==> src/rtl/reg_file_param.sv <==
// ---------------------------------------------------------------------------
// reg_file_param
// Parametrised register file with an integrated program-counter sequencer.
// Register 0 is the PC (owned by the sequencer); registers 1..NREG-1 are
// general purpose. Two write ports (ALU and load writeback), two
// combinational read ports, and a post-reset hold counter that gates all
// activity until `ready` rises.
//
// Optional feature macro: RF_BYPASS_EN
//   defined   -> same-cycle write data is forwarded to matching reads
//                (port B wins, address 0 never forwarded)
//   undefined -> reads always return the stored (pre-write) value
//
// Ports:
//   clk          in   clock, all state on posedge
//   rst_n        in   synchronous active-low reset
//   rd_en        in   read enable (outputs forced to 0 when low)
//   ra_addr      in   read port A address
//   rb_addr      in   read port B address
//   ra_data      out  read port A data (combinational)
//   rb_data      out  read port B data (combinational)
//   wa_en/addr/data  in  write port A (ALU writeback)
//   wb_en/addr/data  in  write port B (load writeback), wins on conflict
//   jmp, jmp_target      in  jump request and base address
//   redirect, redirect_pc in redirect request and base address
//   freeze       in   hold PC
//   pc_out       out  registered PC (register 0)
//   ready        out  high once the reset hold has completed
// ---------------------------------------------------------------------------
module reg_file_param #(
  parameter int DATA_W   = 16,
  parameter int NREG     = 8,
  parameter int ADDR_W   = $clog2(NREG),
  parameter int PC_STEP  = 1,
  parameter int RST_HOLD = 1
) (
  input  logic              clk,
  input  logic              rst_n,
  input  logic              rd_en,
  input  logic [ADDR_W-1:0] ra_addr,
  input  logic [ADDR_W-1:0] rb_addr,
  output logic [DATA_W-1:0] ra_data,
  output logic [DATA_W-1:0] rb_data,
  input  logic              wa_en,
  input  logic [ADDR_W-1:0] wa_addr,
  input  logic [DATA_W-1:0] wa_data,
  input  logic              wb_en,
  input  logic [ADDR_W-1:0] wb_addr,
  input  logic [DATA_W-1:0] wb_data,
  input  logic              jmp,
  input  logic [DATA_W-1:0] jmp_target,
  input  logic              redirect,
  input  logic [DATA_W-1:0] redirect_pc,
  input  logic              freeze,
  output logic [DATA_W-1:0] pc_out,
  output logic              ready
);

  localparam logic [DATA_W-1:0] STEP = DATA_W'(PC_STEP);

  logic [DATA_W-1:0] r_pc;
  logic              r_ready;
  logic [3:0]        r_hold;
  logic [DATA_W-1:0] r_regs [1:NREG-1];

  logic [NREG-1:1]   w_we;
  logic [DATA_W-1:0] w_wd      [1:NREG-1];
  logic [DATA_W-1:0] w_rd_view [0:NREG-1];
  logic              w_rd_ok;

  // Hold counter and PC sequencer. The counter only runs while ready is
  // low; once it reaches zero ready latches high until the next reset.
  always_ff @(posedge clk) begin
    if (!rst_n) begin
      r_pc    <= '0;
      r_ready <= 1'b0;
      r_hold  <= 4'(RST_HOLD);
    end else if (!r_ready) begin
      if (r_hold == 4'd0) begin
        r_ready <= 1'b1;
      end else begin
        r_hold <= r_hold - 4'd1;
      end
    end else begin
      if (redirect) begin
        r_pc <= redirect_pc + STEP;
      end else if (jmp) begin
        r_pc <= jmp_target + STEP;
      end else if (!freeze) begin
        r_pc <= r_pc + STEP;
      end
    end
  end

  // Per-register write decode. Address 0 has no entry here, so writes to
  // the PC slot simply fall on the floor. Port B takes priority.
  genvar gi;
  generate
    for (gi = 1; gi < NREG; gi++) begin : g_wr
      logic w_hit_a;
      logic w_hit_b;
      assign w_hit_a   = wa_en && (wa_addr == ADDR_W'(gi));
      assign w_hit_b   = wb_en && (wb_addr == ADDR_W'(gi));
      assign w_we[gi]  = r_ready && (w_hit_a || w_hit_b);
      assign w_wd[gi]  = w_hit_b ? wb_data : wa_data;
      assign w_rd_view[gi] = r_regs[gi];
    end
  endgenerate

  assign w_rd_view[0] = r_pc;

  always_ff @(posedge clk) begin
    for (int i = 1; i < NREG; i++) begin
      if (!rst_n) begin
        r_regs[i] <= '0;
      end else if (w_we[i]) begin
        r_regs[i] <= w_wd[i];
      end
    end
  end

  // Read ports: index 0 selects port A, index 1 selects port B.
  generate
    for (gi = 0; gi < 2; gi++) begin : g_rd
      logic [ADDR_W-1:0] w_addr;
      logic [DATA_W-1:0] w_val;
      assign w_addr = (gi == 0) ? ra_addr : rb_addr;
      always_comb begin
        w_val = w_rd_view[w_addr];
`ifdef RF_BYPASS_EN
        // Forward same-cycle write data; B is checked last so it wins.
        if (w_addr != '0 && r_ready) begin
          if (wa_en && (wa_addr == w_addr)) w_val = wa_data;
          if (wb_en && (wb_addr == w_addr)) w_val = wb_data;
        end
`endif
      end
    end
  endgenerate

  // rst_n gates the read outputs combinationally, not just via r_ready.
  assign w_rd_ok = rd_en && rst_n && r_ready;
  assign ra_data = w_rd_ok ? g_rd[0].w_val : '0;
  assign rb_data = w_rd_ok ? g_rd[1].w_val : '0;
  assign pc_out  = r_pc;
  assign ready   = r_ready;

endmodule

==> config.mk <==
export PLATFORM = sky130hd
export DESIGN_NAME = reg_file_param
export DESIGN_NICKNAME = d
export VERILOG_FILES = /design/src/rtl/reg_file_param.sv
export SDC_FILE = /design/constraint.sdc
export NUM_CORES = 1
export LEC_CHECK = 0
export ABC_CLOCK_PERIOD_IN_PS = 4600
export BUFFER_PORTS_ARGS = -buffer_cell sky130_fd_sc_hd__buf_2
export CORE_UTILIZATION = 50
export DETAILED_ROUTE_END_ITERATION = 6
export GPL_TIMING_DRIVEN = 0
export PLACE_DENSITY = 0.72
export SYNTH_ARGS = -nofsm -noshare
export SYNTH_HDL_FRONTEND = slang
export SYNTH_SLANG_ARGS = --single-unit
==> constraint.sdc <==
create_clock -name clk -period 4.6 [get_ports clk]
set_input_delay 0.69 -clock clk [delete_from_list [all_inputs] [get_ports clk]]
set_output_delay 0.69 -clock clk [all_outputs]
set_load 0.005 [all_outputs]
# Word-level counts from Yosys, hierarchy flattened

Memories as Yosys holds them, arrays and structs flattened.
Cells that the tools add are included.

$add $sub $neg: 4
$mul: 0
Div/mod/pow operators: 0
Magnitude comparators: 2
Equality and inequality tests: 15
Shifts and indexed selects: 0
Mux-type cells: 49
Bitwise gates (word level): 11
Reductions and logical operators: 33

Operators with widths:

| kind                  | number |
|---|---|
| $mux 16               | 23 |
| $bmux 16 s3           | 2 |
| $add 16x1->16 const B | 3 |
| $eq 3x3->1 const B    | 8 |
| $mux 1                | 24 |
| $logic_and 1x1->1     | 23 |
| $eq 3x2->1 const B    | 4 |
| $ge 4x4->1 const B    | 2 |
| $not 3->4             | 2 |
| $logic_or 1x1->1      | 7 |
| $or 1x1->1            | 7 |
| $eq 3x1->1 const B    | 2 |
| $logic_not 4->1       | 1 |
| $reduce_and 2->1      | 2 |
| $sub 4x1->4 const B   | 1 |
| $ne 3x3->1 const B    | 1 |
| $not 1->1             | 2 |

Bits in registers: 21
Bits in latches: 0
Memory bits (writable): 112
Bits in read-only memories: 0
Memories kept: 1

Memory list:

| memory | depth | width | rd ports | clocked after Yosys merged registers in | wr ports | line | RTL |
|---|---|---|---|---|---|---|---|
| r_regs | 7     | 16    | 7        | 0                                       | 7        | 64   | `logic [DATA_W-1:0] r_regs [1:NREG-1];` |

# Depth between registers and ports, before layout

Gate-level depths: netlist of the first run.

Word-level depth: 8
Mapped depth: 10

# Worst setup path after synthesis of the first run

No wires, ideal clock.

Kind: input to output
Start: input port ra_addr[0]
End: output port ra_data[10]
Data arrival time: 1920 ps
Slack: 1990 ps
Stages: 5
Buffers on the path: 2
Cells stage by stage: clkbuf_1 > buf_2 > mux4_2 > mux2i_1 > nor2_1

Word-level cells in the longest chain between the ends: 5

RTL lines:

| element                                     | line | RTL |
|---|---|---|
| start: declaration                          | 40   | `input logic [ADDR_W-1:0] ra_addr,` |
| $not 3->4 (implied by the code)             | 129  | `w_val = w_rd_view[w_addr];` |
| $bmux 16 s3                                 | 129  |  |
| $mux 16 (implied by the code) (2 in series) | 129  |  |
| $mux 16                                     | 143  | `assign ra_data = w_rd_ok ? g_rd[0].w_val : '0;` |
| end: declaration                            | 42   | `output logic [DATA_W-1:0] ra_data,` |

No other way between the ends. The select of a mux whose other input is x is not followed.

# Final worst setup path of the first run

Start: register r_ready (netlist: ready)
End: output port ra_data[10]

Word-level cells in the longest chain between the ends: 2

RTL lines:

| element                  | line | RTL |
|---|---|---|
| start: declaration       | 62   | `logic r_ready;` |
| start signal: assignment | 76   | `r_ready <= 1'b0;` |
| start signal: assignment | 80   | `r_ready <= 1'b1;` |
| $logic_and 1x1->1        | 142  | `assign w_rd_ok = rd_en && rst_n && r_ready;` |
| $mux 16                  | 143  |  |

No other way between the ends.

==> results.json, run 1 <==
{
  "grt_pass1_wl_um": 39000,
  "vias": 7286,
  "tritoncts": "built",
  "cts.sinks": 133,
  "syn_nets": 921,
  "pwr_density_cell_nw_per_um2": 369,
  "synthCells": 835,
  "timing.final.crit_share": 0.736,
  "drtAntennaViolNets": 0,
  "die_area_um2": 17500,
  "post_cts_buffers": 0,
  "clock_skew_ps": 6.75,
  "drc_errors": 7,
  "worst_setup_path_start_kind": "flop",
  "crit_path_max_fanout": 10,
  "postSynthAreaPerCell_um2": 10.2,
  "cp-startpoint": "ready",
  "yosys_warnings": 0,
  "worstPathArrival_ps": 2700,
  "clock-root-buffer": "clkbuf_16",
  "wirelength_um": 24400,
  "reg2reg_from": "ready",
  "cts_buffers": 17,
  "drv_slew": 0,
  "ys_ff_latch": 133,
  "io_pins": 133,
  "drive_gt1_frac": 0.242,
  "num_rows": 47,
  "relSlewSlack": 0.495,
  "portBuffers": 126,
  "hpwl_um": 19000,
  "die_h_um": 132,
  "leakagePower_nw": 4.00,
  "seq_area_frac_synth": 0.445,
  "crit_end": "ra_data[10]",
  "setup_violations": 0,
  "r2r-end": "r_regs[0][58]",
  "syn_to_final_growth_pct": 17.4,
  "syn_area_um2": 8510,
  "r2r_setup_slack_ps": 2130,
  "grt.total_usage": 0.291,
  "setup_tns_ps": 0,
  "violations": "design-rule violations",
  "drt_iter0_drc": 798,
  "grt_max_degree": 17,
  "fmax_ghz": 0.295,
  "gp_congestion": 0.951,
  "path_clk_slew_ps": 60,
  "holdWs_ps": 516,
  "insertion_delay_ps": 420,
  "hold_buffers": 0,
  "status": "finished, violations left",
  "antenna_cells": 0,
  "peakVddDrop_mv": 0.295,
  "fillers": 1407,
  "start_util": 0.513,
  "cts_max_level": 4,
  "cp.required_ps": 3910,
  "cp-end-kind": "primary output",
  "critPathKind": "reg2out",
  "rsz0062_at_grt": "false",
  "ys_types": 38,
  "die_w_um": 132,
  "cts_resized": 0,
  "reg2reg_depth": 6,
  "avgViaCountPerCell": 6.01,
  "wl_per_cell_um": 20.1,
  "grt.overflow.total": 0,
  "fin_crit_ps": 3390,
  "finalHoldViolCount": 0,
  "cts_buffer_depth": 2,
  "grt_pass1_vias": 7086,
  "first_pass_iters": 7,
  "fin_nets": 1066,
  "coreArea_um2": 16600,
  "max_cap_violations": 0,
  "grt_antenna_before_repair": 0,
  "tightest_slew_ps": 758,
  "min_path_type": "reg2reg"
}
layer usage:
metal | global-route usage | wire [µm]
met5 | 0 | 0
met4 | 0.0926 | 565
met3 | 0.0533 | 2450
met1 | 0.380 | 9540
met2 | 0.492 | 11800
stage by stage:
step                std cells  power, mW  cell area [µm²]  utilization  worst slack [ps]
floorplan                 835       2.07             8510            -              1990
global placement         1181       2.34             9410        0.568              1510
detailed placement       1181       2.36             9410        0.568              1480
CTS                      1213       3.68             9990        0.602              1260
global route             1213       3.83             9990        0.602              1080
finish                   1213       3.69             9990        0.602              1210
sequential cells by signal, summed over array words and instances (netlist names):
register,cells
ready,1
r_regs,112
pc_out,16
r_hold,4
synth_stat cells, drive strengths merged:
cell    instances  area share
a21boi          1     0.00088
nor3b           1     0.00088
mux2i          49       0.060
xor2            5      0.0051
ha              2      0.0029
edfxtp        112        0.40
a211oi          6      0.0053
xnor2          12       0.012
inv             4      0.0018
nand4           6      0.0044
dfxtp          21       0.049
nand3b          2      0.0018
nand4b          1      0.0010
buf            12      0.0090
o31ai           1     0.00088
nor2b           3      0.0022
nand2         258        0.11
nor2           55       0.024
and2            1     0.00074
nor3            5      0.0029
mux2           14       0.020
mux4           64        0.17
or3             1     0.00074
o21ai          17       0.010
clkbuf         43       0.019
clkinv          1     0.00044
nand2b          6      0.0044
a21oi         124       0.073
nand3           5      0.0029
nor4            3      0.0047
placed cells by master, fill, tap and decap left out, types with 12 or more instances in the layout:
cell,count
xnor2_1,12
nand2_1,258
buf_2,133
mux2i_1,45
dfxtp_1,21
edfxtp_1,112
clkbuf_1,46
mux4_2,64
o21ai_0,17
clkbuf_16,17
a21oi_1,124
nor2_1,55
worst max-delay path, stage by stage, from the launching register on:
cell	delay [ps]
dfxtp_1	320
clkbuf_1	440
and2_1	210
clkbuf_1	430
nand2_1	210
clkbuf_1	300
nor2_1	230
buf_2	140
cell type report:
class                      instances  area (µm²)  area share
tap                              220         275      0.0276
buffer                            55         238      0.0238
clock buffer                      20         437      0.0437
multi-input combinational        642        4470       0.447
inverter                           5        18.8     0.00188
timing repair buffer             126         631      0.0631
sequential                       133        3780       0.379
clock inverter                    12         136      0.0137
how the worst min path moves through the flow:
stage,cells after the start,slack [ps],startpoint,to
6_report,2,520,r_hold[1],r_hold[1]
5_1_grt,2,540,r_hold[1],r_hold[1]
4_1_cts,2,520,r_hold[1],r_hold[1]
3_5_place_dp,2,510,r_hold[0],r_hold[0]
3_3_place_gp,2,490,r_hold[3],r_hold[3]
2_1_floorplan,2,480,r_hold[3],r_hold[3]
power by group:
group | internal (mW) | switching (mW) | leakage (nW)
clock network | 0.841 | 0.494 | 0.278
logic | 0.359 | 0.438 | 2.39
registers | 1.44 | 0.112 | 1.33
logic make-up after synthesis:
logic type | after synthesis | synth area share
AO/OA/AOI/OAI | 149 | 0.0900
flip-flops | 133 | 0.445
multiplexers | 127 | 0.250
AND/OR/NAND/NOR | 347 | 0.165
XOR/XNOR | 17 | 0.0175
adder cells (fa/ha/maj) | 2 | 0.00294
buffers and inverters | 60 | 0.0301
Note: power is estimated with default switching activity, not from simulation.
==> inputs of run 2 (changes only) <==
--- a/config.mk
+++ b/config.mk
@@ -5,12 +5,12 @@
 export SDC_FILE = /design/constraint.sdc
 export NUM_CORES = 1
 export LEC_CHECK = 0
-export ABC_CLOCK_PERIOD_IN_PS = 4600
+export ABC_CLOCK_PERIOD_IN_PS = 3100
 export BUFFER_PORTS_ARGS = -buffer_cell sky130_fd_sc_hd__buf_2
 export CORE_UTILIZATION = 50
 export DETAILED_ROUTE_END_ITERATION = 6
 export GPL_TIMING_DRIVEN = 0
-export PLACE_DENSITY = 0.72
+export PLACE_DENSITY = 0.75
 export SYNTH_ARGS = -nofsm -noshare
 export SYNTH_HDL_FRONTEND = slang
 export SYNTH_SLANG_ARGS = --single-unit
==> constraint.sdc (replaced) <==
create_clock -name clk -period 3.1 [get_ports clk]
set_input_delay 0.465 -clock clk [delete_from_list [all_inputs] [get_ports clk]]
set_output_delay 0.465 -clock clk [all_outputs]
set_load 0.005 [all_outputs]
==> results.json, run 2 (synthesis results as in run 1) <==
{
  "status": "complete, no violations",
  "cp-end-kind": "primary output",
  "worstPathCellList": "clkbuf_2, and2_1, clkbuf_1, nand2_1, clkbuf_1, nor2_1, buf_2",
  "reg2reg_from": "ready",
  "io_pins": 133,
  "grt_antenna_before_repair": 0,
  "start_util": 0.513,
  "cp.required_ps": 2630,
  "pwr_density_cell_nw_per_um2": 536,
  "post_cts_buffers": 0,
  "portBuffers": 126,
  "leakagePower_nw": 3.98,
  "worst_slack_ps": 204,
  "fillers": 1345,
  "insertion_delay_ps": 420,
  "wl_per_cell_um": 20.1,
  "hpwl_um": 19000,
  "r2r_setup_slack_ps": 920,
  "antenna_cells": 0,
  "clock_skew_ps": 3.59,
  "wirelength_um": 24400,
  "reg2reg_depth": 6,
  "avgViaCountPerCell": 6.03,
  "drtAntennaViolNets": 0,
  "drv_slew": 0,
  "coreArea_um2": 16600,
  "r2r-end": "r_regs[0][61]",
  "largest_reg_flops": 112,
  "cts_buffer_depth": 2,
  "critPathKind": "reg2out",
  "fmax_ghz": 0.345,
  "cp-startpoint": "ready",
  "syn_to_final_growth_pct": 16.8,
  "met2_usage": 0.481,
  "die_h_um": 132,
  "drc_errors": 0,
  "setup_violations": 0,
  "grt.overflow.total": 0,
  "max_cap_violations": 0,
  "grt_use_met3": 0.0437,
  "cpPeakStageDelay_ps": 380,
  "grt_pass1_wl_um": 39100,
  "worst_setup_path_start_kind": "flop",
  "drive_gt1_frac": 0.243,
  "regMostFlops": "r_regs",
  "crit_end": "rb_data[11]",
  "final_common_cell": "nand2_1",
  "timing.final.crit_share": 0.934,
  "clock-root-buffer": "clkbuf_16",
  "min_path_type": "in2reg",
  "stdcell_count": 1213,
  "tightest_slew_ps": 759,
  "slowest_stage": "clkbuf_1",
  "num_rows": 47,
  "tritoncts": "built",
  "crit_top_cell": "clkbuf_1",
  "multi_input_area_um2": 4470,
  "peakVddDrop_mv": 0.338,
  "place_ws_ps": 412,
  "holdWs_ps": 448,
  "relSlewSlack": 0.494,
  "grt_pass1_vias": 7169,
  "gp_congestion": 0.930,
  "most-common-layout-cells": "nand2_1 (258), buf_2 (133), a21oi_1 (124), edfxtp_1 (112), mux4_2 (64)",
  "busiest_layer": "met2",
  "first_pass_iters": 6,
  "worstPathArrival_ps": 2430,
  "cts_buffers": 17,
  "cts.sinks": 133,
  "vias": 7314,
  "crit_path_max_fanout": 10,
  "setup_tns_ps": 0,
  "finalHoldViolCount": 0,
  "drt_iter0_drc": 939,
  "grt_max_degree": 17,
  "rsz0062_at_grt": "false",
  "grtUsageMet1": 0.387,
  "fin_crit_ps": 2900,
  "fin_nets": 1066,
  "placed_cells": 1181,
  "cts_max_level": 4,
  "die_area_um2": 17500,
  "die_w_um": 132,
  "final-seq-area_um2": 3780,
  "path_clk_slew_ps": 60,
  "grt.total_usage": 0.291
}
## run 2: worst min-delay path by stage
stage | startpoint | endpoint | slack [ps] | cells after the start
2_1_floorplan | r_hold[3] | r_hold[3] | 480 | 2
3_3_place_gp | r_hold[3] | r_hold[3] | 490 | 2
3_5_place_dp | r_hold[1] | r_hold[1] | 510 | 2
4_1_cts | redirect_pc[15] | pc_out[15] | 430 | 4
5_1_grt | wb_data[4] | r_regs[0][100] | 490 | 3
6_report | redirect_pc[15] | pc_out[15] | 450 | 4
## run 2: where the power goes
part | switching (mW) | leakage (nW) | internal, mW | total [mW]
clock | 0.739 | 0.253 | 1.08 | 1.82
combinational | 0.656 | 2.40 | 0.533 | 1.19
sequential | 0.174 | 1.33 | 2.14 | 2.32
total | 1.57 | 3.98 | 3.76 | 5.33
## run 2: cell type report
class | count | area share
plain buffers | 55 | 0.0240
clock buffers | 20 | 0.0439
clock inverters | 12 | 0.00894
inverters | 5 | 0.00189
multi-input cells | 642 | 0.449
flip-flops and latches | 133 | 0.381
well taps | 220 | 0.0277
repair buffers | 126 | 0.0634
## run 2: critical path, delay by kind of cell, from the launching register on
| family | cells | cell delay [ps] |
|---|---|---|
| buffers and inverters | 4 | 1060 |
| AND/OR/NAND/NOR | 3 | 610 |
| flip-flops | 1 | 330 |
## run 2: stage by stage
step	util	instance area (µm²)	power, mW
6_report	0.599	9940	5.33
5_1_grt	0.599	9940	5.54
4_1_cts	0.599	9940	5.31
3_5_place_dp	0.568	9410	3.51
3_3_place_gp	0.568	9410	3.47
2_1_floorplan	-	8510	3.07
## run 2: repair_timing
| action | in CTS | in global routing |
|---|---|---|
| resized for setup | 0 | 2 |
| endpoints found under the setup margin | 0 | 29 |
| hold buffers | 0 | 0 |
## run 2: routing by layer
layer	routed length [µm]	share of wire	up-vias
met2	11900	0.49	486
li1	-	-	3327
met4	613	0.025	0
met5	0	0	-
met1	9430	0.39	3444
met3	2500	0.10	57
